`src/rtl/div_pkg.sv`:
```
// Shared definitions for the multi-cycle divider: FSM state encodings and
// the quotient fill pattern returned on a zero divisor.
package div_pkg;

  localparam logic [2:0] IDLE = 3'd0;
  localparam logic [2:0] ZERO = 3'd1;
  localparam logic [2:0] BUSY = 3'd2;
  localparam logic [2:0] FIX  = 3'd3;
  localparam logic [2:0] DONE = 3'd4;

  // Every quotient bit is set when the divisor is zero
  localparam logic DIV_ZERO_QUOT = 1'b1;

endpackage

```
`src/rtl/div_multicycle_if.sv`:
```
// Request/response bundle between the EX stage (master) and the divider (slave).
interface div_multicycle_if #(
  parameter int unsigned WIDTH = 32
);

  logic                 signed_div_i;
  logic [WIDTH-1:0]     opdata1_i;
  logic [WIDTH-1:0]     opdata2_i;
  logic                 start_i;
  logic                 annul_i;
  logic [2*WIDTH-1:0]   result_o;
  logic                 finish_o;
  logic                 busy_o;
  logic                 div_zero_o;

  modport master (
    output signed_div_i, opdata1_i, opdata2_i, start_i, annul_i,
    input  result_o, finish_o, busy_o, div_zero_o
  );

  modport slave (
    input  signed_div_i, opdata1_i, opdata2_i, start_i, annul_i,
    output result_o, finish_o, busy_o, div_zero_o
  );

endinterface

```
`src/rtl/div_step.sv`:
```
// One combinational restoring-division step on the {rem, quo} shift register.
module div_step #(
  parameter int unsigned WIDTH = 32
) (
  input  logic [WIDTH-1:0] rem_in,
  input  logic [WIDTH-1:0] quo_in,
  input  logic [WIDTH-1:0] divisor,
  output logic [WIDTH-1:0] rem_out,
  output logic [WIDTH-1:0] quo_out
);

  logic [WIDTH:0] partial;
  logic [WIDTH:0] diff;

  // Shift in the next dividend bit, trial-subtract, keep the difference if no borrow.
  // rem_in < divisor always holds, so a borrow shows up exactly in diff[WIDTH].
  always_comb begin
    partial = {rem_in, quo_in[WIDTH-1]};
    diff    = partial - {1'b0, divisor};
    if (diff[WIDTH]) begin
      rem_out = partial[WIDTH-1:0];
      quo_out = {quo_in[WIDTH-2:0], 1'b0};
    end else begin
      rem_out = diff[WIDTH-1:0];
      quo_out = {quo_in[WIDTH-2:0], 1'b1};
    end
  end

endmodule

```
`src/rtl/div_multicycle.sv`:
```
// Multi-cycle restoring integer divider (signed/unsigned), STEPS quotient
// bits per clock. Result is {remainder, quotient} plus a divide-by-zero flag.
module div_multicycle #(
  parameter int unsigned WIDTH = 32,
  parameter int unsigned STEPS = 1
) (
  input logic              clk,
  input logic              rst,
  div_multicycle_if.slave  bus
);

  import div_pkg::*;

  if ((WIDTH % 2 != 0) || (WIDTH < 4) || !(STEPS == 1 || STEPS == 2 || STEPS == 4) ||
      (WIDTH % STEPS != 0)) begin : g_bad_params
    $error("div_multicycle: illegal WIDTH/STEPS combination");
  end

  localparam int unsigned      CNT_W    = $clog2(WIDTH + 1);
  localparam logic [CNT_W-1:0] CNT_INC  = CNT_W'(STEPS);
  localparam logic [CNT_W-1:0] CNT_LAST = CNT_W'(WIDTH - STEPS);

  logic [2:0]       state;
  logic [CNT_W-1:0] cnt;
  logic [WIDTH-1:0] rem_q;
  logic [WIDTH-1:0] quo_q;
  logic [WIDTH-1:0] dvs_q;
  logic             neg_quo;
  logic             neg_rem;

  logic             sgn1;
  logic             sgn2;
  logic [WIDTH-1:0] mag1;
  logic [WIDTH-1:0] mag2;
  logic [WIDTH-1:0] quo_fix;
  logic [WIDTH-1:0] rem_fix;

  logic [WIDTH-1:0] rem_c [0:STEPS];
  logic [WIDTH-1:0] quo_c [0:STEPS];

  // Operand magnitudes; |MIN| = 2^(WIDTH-1) fits as an unsigned value
  always_comb begin
    sgn1 = bus.signed_div_i & bus.opdata1_i[WIDTH-1];
    sgn2 = bus.signed_div_i & bus.opdata2_i[WIDTH-1];
    mag1 = sgn1 ? -bus.opdata1_i : bus.opdata1_i;
    mag2 = sgn2 ? -bus.opdata2_i : bus.opdata2_i;
  end

  // Sign restoration: remainder follows the dividend's sign
  always_comb begin
    quo_fix = neg_quo ? -quo_q : quo_q;
    rem_fix = neg_rem ? -rem_q : rem_q;
  end

  assign rem_c[0] = rem_q;
  assign quo_c[0] = quo_q;

  for (genvar i = 0; i < STEPS; i++) begin : g_step
    div_step #(.WIDTH(WIDTH)) u_step (
      .rem_in  (rem_c[i]),
      .quo_in  (quo_c[i]),
      .divisor (dvs_q),
      .rem_out (rem_c[i+1]),
      .quo_out (quo_c[i+1])
    );
  end

  assign bus.busy_o = (state != IDLE);

  // Control FSM, iteration counter, working registers and registered outputs
  always_ff @(posedge clk or posedge rst) begin
    if (rst) begin
      state          <= IDLE;
      cnt            <= '0;
      rem_q          <= '0;
      quo_q          <= '0;
      dvs_q          <= '0;
      neg_quo        <= 1'b0;
      neg_rem        <= 1'b0;
      bus.result_o   <= '0;
      bus.finish_o   <= 1'b0;
      bus.div_zero_o <= 1'b0;
    end else begin
      case (state)
        IDLE: begin
          bus.result_o   <= '0;
          bus.finish_o   <= 1'b0;
          bus.div_zero_o <= 1'b0;
          if (bus.start_i && !bus.annul_i) begin
            if (bus.opdata2_i == '0) begin
              state <= ZERO;
            end else begin
              state   <= BUSY;
              cnt     <= '0;
              rem_q   <= '0;
              quo_q   <= mag1;
              dvs_q   <= mag2;
              neg_quo <= sgn1 ^ sgn2;
              neg_rem <= sgn1;
            end
          end
        end
        ZERO: begin
          if (bus.annul_i) begin
            state <= IDLE;
          end else begin
            state          <= DONE;
            bus.result_o   <= {bus.opdata1_i, {WIDTH{DIV_ZERO_QUOT}}};
            bus.finish_o   <= 1'b1;
            bus.div_zero_o <= 1'b1;
          end
        end
        BUSY: begin
          if (bus.annul_i) begin
            state <= IDLE;
          end else begin
            rem_q <= rem_c[STEPS];
            quo_q <= quo_c[STEPS];
            cnt   <= cnt + CNT_INC;
            if (cnt == CNT_LAST) state <= FIX;
          end
        end
        FIX: begin
          if (bus.annul_i) begin
            state <= IDLE;
          end else begin
            state          <= DONE;
            bus.result_o   <= {rem_fix, quo_fix};
            bus.finish_o   <= 1'b1;
            bus.div_zero_o <= 1'b0;
          end
        end
        DONE: begin
          if (!bus.start_i) begin
            state          <= IDLE;
            bus.result_o   <= '0;
            bus.finish_o   <= 1'b0;
            bus.div_zero_o <= 1'b0;
          end
        end
        default: state <= IDLE;
      endcase
    end
  end

endmodule

```
`src/flat_wrapper.sv`:
```
// flat-port wrapper written by rule: the top's interface ports become plain ports
module div_multicycle_flat import div_pkg::*;
#(
  parameter int unsigned WIDTH = 32,
  parameter int unsigned STEPS = 1
)
  (clk, rst, bus_signed_div_i, bus_opdata1_i, bus_opdata2_i, bus_start_i, bus_annul_i, bus_result_o, bus_finish_o, bus_busy_o, bus_div_zero_o);
  div_multicycle_if #(.WIDTH(WIDTH)) bus_i ();
  input logic clk;
  input logic rst;
  input wire logic [$bits(bus_i.signed_div_i)-1:0] bus_signed_div_i;
  input wire logic [$bits(bus_i.opdata1_i)-1:0] bus_opdata1_i;
  input wire logic [$bits(bus_i.opdata2_i)-1:0] bus_opdata2_i;
  input wire logic [$bits(bus_i.start_i)-1:0] bus_start_i;
  input wire logic [$bits(bus_i.annul_i)-1:0] bus_annul_i;
  output wire logic [$bits(bus_i.result_o)-1:0] bus_result_o;
  output wire logic [$bits(bus_i.finish_o)-1:0] bus_finish_o;
  output wire logic [$bits(bus_i.busy_o)-1:0] bus_busy_o;
  output wire logic [$bits(bus_i.div_zero_o)-1:0] bus_div_zero_o;
  assign bus_i.signed_div_i = bus_signed_div_i;
  assign bus_i.opdata1_i = bus_opdata1_i;
  assign bus_i.opdata2_i = bus_opdata2_i;
  assign bus_i.start_i = bus_start_i;
  assign bus_i.annul_i = bus_annul_i;
  assign bus_result_o = bus_i.result_o;
  assign bus_finish_o = bus_i.finish_o;
  assign bus_busy_o = bus_i.busy_o;
  assign bus_div_zero_o = bus_i.div_zero_o;
  div_multicycle #(.WIDTH(WIDTH), .STEPS(STEPS)) u_core (.clk(clk), .rst(rst), .bus(bus_i));
endmodule
```
`config.mk`:
```
export PLATFORM = sky130hd
export DESIGN_NAME = div_multicycle_flat
export DESIGN_NICKNAME = d
export VERILOG_FILES = /design/src/rtl/div_pkg.sv /design/src/rtl/div_multicycle_if.sv /design/src/rtl/div_step.sv /design/src/rtl/div_multicycle.sv /design/src/flat_wrapper.sv
export SDC_FILE = /design/constraint.sdc
export NUM_CORES = 1
export LEC_CHECK = 0
export ABC_CLOCK_PERIOD_IN_PS = 6900
export CAP_MARGIN = 30
export CORE_UTILIZATION = 29
export CTS_CLUSTER_DIAMETER = 200
export DETAILED_ROUTE_END_ITERATION = 10
export PLACE_DENSITY = 0.46
export SYNTH_ARGS = -nofsm -noshare
export SYNTH_HDL_FRONTEND = slang
export SYNTH_SLANG_ARGS = --single-unit
```
`constraint.sdc`:
```
create_clock -name clk -period 6.9 [get_ports clk]
set_input_delay 1.38 -clock clk [delete_from_list [all_inputs] [get_ports clk]]
set_output_delay 1.38 -clock clk [all_outputs]
set_load 0.1 [all_outputs]
```
==> run_results.csv <==
group,metric,value,unit
outcome,outcome,"finished clean",
synthesis,yosysTopAreaCell,"dfrtp_1",
worst_setup_path,cpMaxStageDelayCell,"nor4_1",
global_routing,gr-total-overflow,0,
route,wl_per_cell,17.2,um
route,drc,0,
power_and_ir_drop,p_sw_share,45.9,%
clocking,hold_buffers,0,
clocking,cts_tree,"done",
worst_setup_path,critPathArrivalTime,4.74,ns
route,num_vias,9701,
die,num_rows,71,
min_path,min_path_type,"flop to flop",
global_routing,grt_usage,17.1,%
sta,worst_pin_slew,1.01,ns
synthesis,ys_seq_area_share,38.3,%
clocking,cts_resized,0,
power_and_ir_drop,clkPwrFrac,18.2,%
final_layout,areaGrowthSynthToFinish,22.1,%
synthesis,synth_area_leaders,"dfrtp_1, xor2_1, nand2_1",
worst_setup_path,crit_path_start_kind,"input pin",
synthesis,async_reset_ff_share,100,%
sta,relSlewSlack,32.7,%
synthesis,yosys_most_used_dff,"dfrtp_1",
route,via_per_inst,5.00,
route,dr.pass1.iters,6,
global_routing,grt_start_max_net_pins,80,
worst_setup_path,crit_chain,"clkdlybuf4s50_1 > inv_1 > ha_1 > nand2_1 > nor4_1 > nand3_1 > nor3_1 > nand2_1 > nand2_2 > inv_2 > o21ai_2 > buf_4 > a21oi_1 > a221o_1",
synthesis,synth-seq-cells,173,
power_and_ir_drop,p_leak,5.76,nW
worst_setup_path,criticalPathCategory,"input pin to flop",
sta,max_freq,227,MHz
synthesis,syn-num-nets,1423,
power_and_ir_drop,power_switching,0.00252,W
clocking,clk_latency,0.44,ns
clocking,htreeDepth,4,
final_layout,fin_area,13800,um^2
synthesis,synth_edf_count,0,
sta,drv_slew,0,
sta,hold_violations,0,
sta,min_period_over_period,64.0,%
global_routing,grt_pass1_wl,53.1,mm
power_and_ir_drop,combPwrFrac,51.8,%
clocking,clk_path_buf_depth,2,
clocking,cts.reportedPaths.clkPinSlew,0.07,ns
final_layout,drive_above_1_share,4.83,%
synthesis,syn_inst,1316,
sta,grt_setup_unrepaired,"no",
worst_setup_path,cp_slowest_stage_delay,0.73,ns
worst_setup_path,critPathMostFrequentCell,"nand2_1",
place,dpl_cell_area,13200,um^2
sta,finClkSkew,0.0184,ns
synthesis,synth.distinct_cells,61,
die,die-height,199,um
power_and_ir_drop,vdd_drop_max,0.000188,V
power_and_ir_drop,p_per_area,398,nW/um^2
sta,setup_viol,0,
power_and_ir_drop,pwr-share-seq,30.0,%
die,core_area,38000,um^2
power_and_ir_drop,internal_power,0.00298,W
flow_run,maxCapViolCount,0,
route,ant_nets,0,
place,dp_hpwl,25.0,mm
global_routing,antenna_found_initial,1,
global_routing,grt_pass1_vias,9385,
synthesis,syn_area_per_cell,8.59,um^2
sta,fin_crit,4.42,ns
worst_setup_path,worstPathRequired,7.22,ns
route,drt_iter0_drc,591,
clocking,cts-root-buf,"clkbuf_16",
worst_setup_path,endpoint_kind,"flop",
worst_setup_path,cp_max_fo,42,
die,die_area,39800,um^2
route,drt-total-wl,33.4,mm
clocking,cts_sinks,173,
die,ios,136,
clocking,post_cts_buffers,0,
die,start_util,29.7,%
die,die_x,199,um
synthesis,synth_area,11300,um^2
sta,fin_tns_setup,0,ns
place,port_buffers,135,
clocking,cts_buffers,17,
synthesis,ys_warn_count,0,
synthesis,synth_top_area_share,38.3,%
final_layout,num-nets-final,1524,
place,gp_congestion,0.817,
[metrics by stage]
stage / total power, W / hold slack, ns / std cells / worst slack (ns) / utilization (%)
finish: 0.00550 / 0.469 / 1942 / 2.48 / 36.3
global route: 0.00597 / 0.503 / 1942 / 2.09 / 36.3
CTS: 0.00554 / 0.474 / 1941 / 2.42 / 36.3
detailed placement: 0.00452 / 0.457 / 1909 / 1.95 / 34.8
global placement: 0.00450 / 0.457 / 1906 / 1.90 / 34.6
floorplan: 0.00383 / 0.450 / 1316 / 0.832 / -
[registers in the layout, indices dropped and copies added, names as in the netlist]
signal                 count
u_core.neg_quo             1
u_core.neg_rem             1
u_core.cnt                 6
u_core.dvs_q              32
u_core.quo_q              32
u_core.bus.div_zero_o      1
u_core.bus.result_o       64
u_core.bus.finish_o        1
u_core.state               3
u_core.rem_q              32
[cell type report]
class                   instances  area, um^2
diodes                          1        2.50
clock buffers                  19         443
clock inverters                13         153
fillers                      4001       24200
inverters                      55         211
multi-input cells            1018        6520
flip-flops and latches        173        4330
well taps                     511         639
repair buffers                152        1510
[critical path, delay by kind of cell]
family | cells | cell delay, ns
AND/OR/NAND/NOR | 6 | 1.66
adder cells (fa/ha/maj) | 1 | 0.16
AO/OA/AOI/OAI | 3 | 0.41
buffers and inverters | 4 | 1.08
[metal layers]
layer  track usage (%)  vias up  part of all wire (%)  wire (um)
met5                 0        -                     0          0
met4              4.47        0                   1.6        518
met3              2.11       29                   2.5        849
met2              27.8      164                    46      15400
met1              23.9     4618                    50      16600
li1                  -     4890                     -          -
[synth_stat cells, types with 7 or more instances]
library cell	number
o41ai_1	8
nor3_1	16
o31ai_1	26
ha_1	37
nand2_1	181
o221ai_1	22
xnor2_1	66
xor2_1	83
nand3_1	15
a21oi_1	90
o21ai_1	65
inv_1	54
a211oi_1	14
a22o_1	29
nor2b_1	9
nand2b_1	20
a22oi_1	30
buf_1	8
and2_1	8
a21o_1	19
nor4_1	7
or4_1	9
or3_1	13
o21ai_0	99
dfrtp_1	173
nand4_1	8
clkbuf_1	56
nor2_1	67
mux2i_1	25
[power by group through the flow]
stage,clock network [W],logic [W],registers [W]
2_1_floorplan,0,0.00215,0.00168
5_1_grt,0.00107,0.00320,0.00170
3_3_place_gp,0,0.00284,0.00166
3_5_place_dp,0,0.00286,0.00166
4_1_cts,0.00103,0.00287,0.00165
6_report,0.00100,0.00285,0.00165
[cell families (layout without fill, tap and decap cells)]
logic type	Yosys count	count (layout)	share of synthesized area [%]
AO/OA/AOI/OAI	432	432	23.9
XOR/XNOR	149	149	11.5
adder cells (fa/ha/maj)	38	38	4.27
buffers and inverters	125	239	4.44
flip-flops	173	173	38.3
multiplexers	26	26	2.31
other	0	1	0
AND/OR/NAND/NOR	373	373	15.2
[path summary, 6_finish.rpt]
kind | startpoint | to | slack [ns] | cells after the start
worst max-delay path | bus_opdata2_i[0] | u_core.quo_q[1]$_DFFE_PP0P_ | 2.48 | 14
worst min-delay path | u_core.neg_quo$_DFFE_PP0P_ | u_core.neg_quo$_DFFE_PP0P_ | 0.47 | 2
worst max register to register | u_core.quo_q[31]$_DFFE_PP0P_ | u_core.rem_q[17]$_DFFE_PP0P_ | 3.03 | 13
worst min register to register | u_core.neg_quo$_DFFE_PP0P_ | u_core.neg_quo$_DFFE_PP0P_ | 0.47 | 2
max in group asynchronous | rst | u_core.state[1]$_DFFE_PP0P_ | 4.02 | 3
min in group asynchronous | rst | u_core.bus.result_o[26]$_DFFE_PP0P_ | 1.45 | 2
[cell usage in the layout, fill, tap and decap left out, types with 14 or more instances in the layout]
cell / Yosys / final
mux2i_1: 25 / 25
o21ai_1: 65 / 64
ha_1: 37 / 37
nor2_1: 67 / 65
clkbuf_16: 0 / 17
xnor2_1: 66 / 66
a21o_1: 19 / 19
buf_4: 1 / 15
a211oi_1: 14 / 14
a22oi_1: 30 / 30
o21ai_0: 99 / 99
nand3_1: 15 / 15
nand2_1: 181 / 180
nand2b_1: 20 / 20
o221ai_1: 22 / 22
dfrtp_1: 173 / 172
o31ai_1: 26 / 26
inv_1: 54 / 53
a22o_1: 29 / 29
a21oi_1: 90 / 89
nor3_1: 16 / 15
clkdlybuf4s50_1: 0 / 135
xor2_1: 83 / 83
Note: power is estimated with default switching activity, not from simulation.
